File: src/rtl/fetch_unit.sv
// fetch_unit: instruction fetch stage. Generates sequential fetch addresses,
// runs a single-outstanding req/ack transaction with instruction memory and
// buffers returned words in a 2-entry queue that feeds the IF/ID register.
//
// Memory handshake: mem_req acts as "valid" and mem_ack as "ready". Once
// mem_req rises, it and mem_addr hold steady until a rising CLK edge sees
// mem_req=1 and mem_ack=1 (one transfer). mem_ack may rise in the same
// cycle as mem_req. mem_ack while mem_req=0 carries no meaning and is ignored.
module fetch_unit #(
  parameter logic [15:0] RESET_PC = 16'h0000,
  parameter logic [15:0] PC_STEP  = 16'd2
) (
  input  logic        CLK,
  input  logic        reset,
  input  logic        stall,
  input  logic        redirect,
  input  logic [15:0] redirect_pc,
  output logic        mem_req,
  output logic [15:0] mem_addr,
  input  logic        mem_ack,
  input  logic [15:0] mem_rdata,
  output logic [15:0] OPC,
  output logic [15:0] OIR,
  output logic        FetchWrite
);

  // S_DROP: a request issued before a redirect is still outstanding. Its
  // data belongs to the abandoned path and is thrown away on arrival.
  typedef enum logic [1:0] {
    S_IDLE = 2'd0,
    S_REQ  = 2'd1,
    S_DROP = 2'd2
  } state_t;

  state_t            state;
  state_t            state_nx;
  logic [15:0]       nxt;
  logic [15:0]       nxt_nx;
  logic [15:0]       req_addr;
  logic [15:0]       req_addr_nx;
  logic [1:0]        occ;
  logic [1:0]        occ_nx;
  logic [1:0]        occ_n;
  logic [1:0]        wr_sel;
  logic [1:0][15:0]  pc_q;
  logic [1:0][15:0]  ir_q;
  logic              transfer;
  logic              push;
  logic              pop;

  assign mem_req    = (state != S_IDLE);
  assign mem_addr   = req_addr;
  assign transfer   = mem_req & mem_ack;
  assign FetchWrite = (occ != 2'd0) & ~stall & ~redirect;
  assign pop        = FetchWrite;
  // Only data fetched on the current path is kept; a redirect kills it.
  assign push       = (state == S_REQ) & transfer & ~redirect;
  assign occ_n      = occ + {1'b0, push} - {1'b0, pop};
  // Slot the new word lands in, after the head (if popped) has shifted out.
  assign wr_sel     = occ - {1'b0, pop};
  assign OPC        = (occ != 2'd0) ? pc_q[0] : 16'h0000;
  assign OIR        = (occ != 2'd0) ? ir_q[0] : 16'h0000;

  // State, address and occupancy registers.
  always_ff @(posedge CLK or posedge reset) begin
    if (reset) begin
      state    <= S_IDLE;
      nxt      <= RESET_PC;
      req_addr <= RESET_PC;
      occ      <= 2'd0;
    end else begin
      state    <= state_nx;
      nxt      <= nxt_nx;
      req_addr <= req_addr_nx;
      occ      <= occ_nx;
    end
  end

  // Next-state logic. A redirect flushes the queue from any state; requests
  // are only issued when the queue is guaranteed room for the reply.
  always_comb begin
    state_nx    = state;
    nxt_nx      = nxt;
    req_addr_nx = req_addr;
    occ_nx      = occ_n;
    if (redirect) begin
      occ_nx = 2'd0;
      nxt_nx = redirect_pc;
      if ((state == S_IDLE) || transfer) begin
        req_addr_nx = redirect_pc;
        state_nx    = S_REQ;
      end else begin
        state_nx = S_DROP;
      end
    end else begin
      case (state)
        S_IDLE: begin
          if (occ_n <= 2'd1) begin
            req_addr_nx = nxt;
            state_nx    = S_REQ;
          end
        end
        S_REQ: begin
          if (transfer) begin
            nxt_nx = req_addr + PC_STEP;
            if (occ_n <= 2'd1) begin
              req_addr_nx = req_addr + PC_STEP;
            end else begin
              state_nx = S_IDLE;
            end
          end
        end
        S_DROP: begin
          if (transfer) begin
            req_addr_nx = nxt;
            state_nx    = S_REQ;
          end
        end
        default: state_nx = S_IDLE;
      endcase
    end
  end

  // Two-entry queue: slot 0 is the head; a pop shifts slot 1 down.
  always_ff @(posedge CLK or posedge reset) begin
    if (reset) begin
      pc_q <= '0;
      ir_q <= '0;
    end else begin
      if (pop) begin
        pc_q[0] <= pc_q[1];
        ir_q[0] <= ir_q[1];
      end
      if (push) begin
        if (wr_sel == 2'd0) begin
          pc_q[0] <= req_addr;
          ir_q[0] <= mem_rdata;
        end else begin
          pc_q[1] <= req_addr;
          ir_q[1] <= mem_rdata;
        end
      end
    end
  end

endmodule

File: config.mk
export PLATFORM = sky130hd
export DESIGN_NAME = fetch_unit
export DESIGN_NICKNAME = d
export VERILOG_FILES = /design/src/rtl/fetch_unit.sv
export SDC_FILE = /design/constraint.sdc
export NUM_CORES = 1
export LEC_CHECK = 0
export CAP_MARGIN = 40
export CELL_PAD_IN_SITES_DETAIL_PLACEMENT = 0
export CELL_PAD_IN_SITES_GLOBAL_PLACEMENT = 1
export CORE_ASPECT_RATIO = 0.7
export CORE_UTILIZATION = 39
export DETAILED_ROUTE_END_ITERATION = 8
export PLACE_DENSITY_LB_ADDON = 0.25
export SLEW_MARGIN = 20
export SYNTH_ARGS = -nofsm -noshare
export SYNTH_HDL_FRONTEND = slang
export SYNTH_SLANG_ARGS = --single-unit
File: constraint.sdc
create_clock -name CLK -period 4.62 [get_ports CLK]
set_clock_uncertainty 0.2 [all_clocks]
set_input_delay 1.386 -clock CLK [delete_from_list [all_inputs] [get_ports CLK]]
set_output_delay 1.386 -clock CLK [all_outputs]
set_load 0.02 [all_outputs]
Yosys cells after proc, flatten, opt, wreduce, memory -nomap -nowiden
Index checks and enable logic that the tools add are counted.
Widths: inputs -> output; s select.

storage, ports and cells
  memories kept = 0
  register bits after elaboration = 100
  bits in latches = 0
  memory bits (writable) = 0
  word-level logic and storage cells = 67
  ROM bits = 0

operators by class
  add/subtract/negate cells = 4
  eq/ne operators = 8
  mux-type cells = 26
  div/mod/pow operators = 0
  bitwise logic cells = 8
  shift operators = 0
  $lt $le $gt $ge = 1
  reductions and logical operators = 12
  $mul = 0

operator list
  operator               count
  $mux 16                17
  $pmux 16 s3            1
  $add 16x2->16 const B  1
  $mux 2                 7
  $ne 3x3->1 const B     3
  $reduce_bool 2->1      4
  $ne 3x2->1 const B     2
  $pmux 2 s3             1
  $reduce_and 6->1       1
  $and 1x1->1            5
  $logic_not 2->1        2
  $reduce_and 2->1       2
  $reduce_and 4->1       1
  $reduce_bool 4->1      1
  $sub 2x1->2            2
  $not 1->1              3
  $add 2x1->2            1
  $eq 2x1->1 const B     1
  $eq 2x2->1 const B     1
  $le 2x1->1 const B     1
  $ne 2x1->1 const B     1
  $logic_or 1x1->1       1

Depth between registers and ports, before layout
  depth in word-level cells = 11
  gate-level depth with buffers = 12

Worst setup path before layout
Ideal clock, no wire load.

  path type = input port to flip-flop
  from = input port redirect
  to = register req_addr[2] (netlist: mem_addr[2])
  setup slack = 0.647 ns
  stages on the path = 12
  library setup time = 0.125 ns
  required time = 4.295 ns
  arrival time = 3.648 ns
  cells stage by stage = buf_4 nor2_1 nand2_1 clkbuf_1 xnor2_1 ha_1 xnor2_1 nor2_1 a221oi_4 nand2_4 buf_6 mux2_4

on the way
  cells in the longest elaborated chain, start to end = 7
  elaborated cells between the ends (all ways) = 14

ends and longest elaborated chain
  what                               line     RTL
  start, declared                    16       input logic redirect,
  $not 1->1                          54, 57
  $and 1x1->1                        57       assign push = (state == S_REQ) & transfer & ~redirect;
  $add 2x1->2                        58       assign occ_n = occ + {1'b0, push} - {1'b0, pop};
  $sub 2x1->2                        58
  $le 2x1->1                         98, 106
  $ne 3x2->1 (no source line)        -
  $reduce_and 6->1 (no source line)  -
  end signal, assigned               74       req_addr <= req_addr_nx;
  end, declared                      39       logic [15:0] req_addr;

Parallel ways exist; a longest one is shown, timed or not.
A chain may end at the register's enable or synchronous reset.

Worst setup path in the final report
  from = input port redirect
  to = output port FetchWrite

on the way
  cells in the longest elaborated chain, start to end = 2

ends and longest elaborated chain
  what           line  RTL
  $not 1->1      54    assign FetchWrite = (occ != 2'd0) & ~stall & ~redirect;
  $and 1x1->1    54
  end, declared  24    output logic FetchWrite

No other way between the ends.

==> metrics.txt <==
clk root buf clkbuf_16; ys flop type dfrtp_1; num ports 87; Ant. Diodes 0; Critical Path Source Type input port; drt first-iter violations 258; drc violations 5; max-cap violations 0; largest cells by area after synthesis dfrtp_1 49%, mux2_2 8.1%, nand2_1 7.0%; ys async rst share 1.00; Max Clk Rate 221 MHz; DR WL/cell 17.4 um; Buf+Inv Stages, Crit Path 3; CP max-delay cell clkdlybuf4s50_1; Final Max Tran Viols 0; Max clock buf depth 2; largest net degree at the start of global routing 54; routed vias/inst 5.51; Final Setup Violations 0; worst-path maximum fanout 2; most used cell, CP clkdlybuf4s50_1; critical path required time 3.03 ns; post-synth top area share 0.487; Synth area leader dfrtp_1; syn nets 580; failing checks design-rule violations; Synth Warn # 0; worst min-delay path class flop to flop; CTS clk-pin slew, worst paths 0.07 ns; Seq/Total Area, Yosys 0.487; Tot Pwr 3320 uW; DP Cell Count 764; RSZ-0062 raised after global routing no; PortBufs 86; clock sink count 100; RePlAce Congestion 0.786; Die Footprint 13700 um2; Final nets 652; critical path's largest stage delay 0.63 ns; most instantiated library cell after synthesis dfrtp_1; CTS Buf Count 9; P_leak 0.00279 uW; share of cells above drive strength 1 0.125; Worst slew margin 0.456; routed vias 4301; final setup margin 0.0901 ns; Tmin final 4.53 ns; Post-synth EDFFs 0; final cell count without fillers 780; Post-synth top cells 100 x dfrtp_1, 96 x nand2_1, 56 x nor2_1, 37 x mux2_2, 36 x a31oi_1; post-synth cell types 52; synth-to-layout area growth 25.6%; wire length of the first global-routing pass 22900 um; Mapped Cells 541; power per cell area 514 nW/um2; critical path arrival 2.94 ns; Peak VDD IR 0.232 mV; CTS H-Tree Depth 3; Die Span X 139 um; Tcrit/Tclk final 0.981; CTS Hold Buffers Added 0; Syn Std Cell Area 5140 um2; drt pass-1 iters 9; later-pin clock latency in the skew report 0.34 ns; setup_tns 0 ns; CTS tree built; die height 98.1 um; Setup Fix Bufs, Post-CTS 0; Syn Area/Cell 9.50 um2; crit path capture type output port; Crit Path Class input port to output port; row count 34; crit-path cells clkdlybuf4s50_1 -> nor2_1 -> nand2_1 -> inv_1 -> clkdlybuf4s50_1; gr usage total 0.212; Seq cells post-synth 100; Post-CTS Resized 0; vias in the first global route 4370; Crit path max-delay family buffers and inverters; status finished with violations; Hold Fails Final Rpt 0; Initial Util 0.407; HPWL after detailed placement 9290 um; Post-DRT Antenna Nets 0; initial antenna violation count 0; worst slew pin tran 0.813 ns; Core Area 12600 um2; pre-CTS setup slack 0.103 ns; total gr overflow 0; WL final 13600 um
==> kinds of logic after synthesis <==
logic type      synth area share
fa+ha+maj                0.00487
flops                      0.487
simple gates               0.204
mux                       0.0940
xor+xnor                  0.0273
buf+inv                   0.0399
compound gates             0.143
==> state kept, by name, indices dropped and copies added, names as in the netlist <==
name      cells
mem_addr     16
occ           2
nxt          16
state         2
ir_q         32
pc_q         32
==> cell usage in the layout, fill, tap and decap left out, types with 4 or more instances in the layout <==
cell / count
dfrtp_1: 100
nand2_1: 95
clkdlybuf4s50_1: 86
nor2_1: 56
mux2_2: 37
a31oi_1: 36
and2_1: 35
o21ai_0: 22
buf_4: 14
a21oi_1: 13
xnor2_1: 9
nand3_1: 9
o2bb2ai_1: 9
clkbuf_16: 9
o211ai_1: 8
xor2_1: 7
nor3_1: 7
a21o_1: 5
inv_1: 4
a222oi_1: 4
nand4_1: 4
mux2i_1: 4
==> where the power goes <==
part / internal [uW] / switching (uW) / total (uW)
Sequential: 1210 / 283 / 1490
Combinational: 543 / 526 / 1070
Clock: 424 / 338 / 762
Total: 2170 / 1150 / 3320
==> final timing paths <==
path	start	endpoint	slack, ns	depth (start not counted)
max	redirect	FetchWrite	0.09	5
min	pc_q[25]$_DFFE_PP0P_	pc_q[25]$_DFFE_PP0P_	0.29	1
max reg2reg	occ[1]$_DFF_PP0_	mem_addr[2]$_DFFE_PP0P_	1.23	10
min reg2reg	pc_q[25]$_DFFE_PP0P_	pc_q[25]$_DFFE_PP0P_	0.29	1
max in group asynchronous	reset	ir_q[9]$_DFF_PP0_	2.06	3
min in group asynchronous	reset	occ[0]$_DFF_PP0_	1.31	2
==> per-stage QoR <==
| step | instance area (um2) | utilization | hold slack [ns] |
|---|---|---|---|
| 3_5_place_dp | 6160 | 0.487 | 0.283 |
| 6_report | 6460 | 0.511 | 0.295 |
| 2_1_floorplan | 5140 | - | 0.258 |
| 4_1_cts | 6460 | 0.511 | 0.299 |
| 3_3_place_gp | 6160 | 0.487 | 0.271 |
| 5_1_grt | 6460 | 0.511 | 0.317 |
==> per-layer routing <==
layer  vias up  GRT usage  share of wire
li1       2024          -              -
met1      2159      0.297           0.49
met2       109      0.334           0.46
met3         9     0.0427          0.039
met4         0     0.0556         0.0078
met5         -          0              0
==> cell type report <==
type,instances,area [um2]
clock buffers,9,225
fillers,1162,6180
clock inverters,7,73.8
multi-input cells,395,2440
well taps,162,203
inverters,6,25.0
flip-flops and latches,100,2500
repair buffers,101,986
Note: power is estimated with default switching activity, not from simulation.
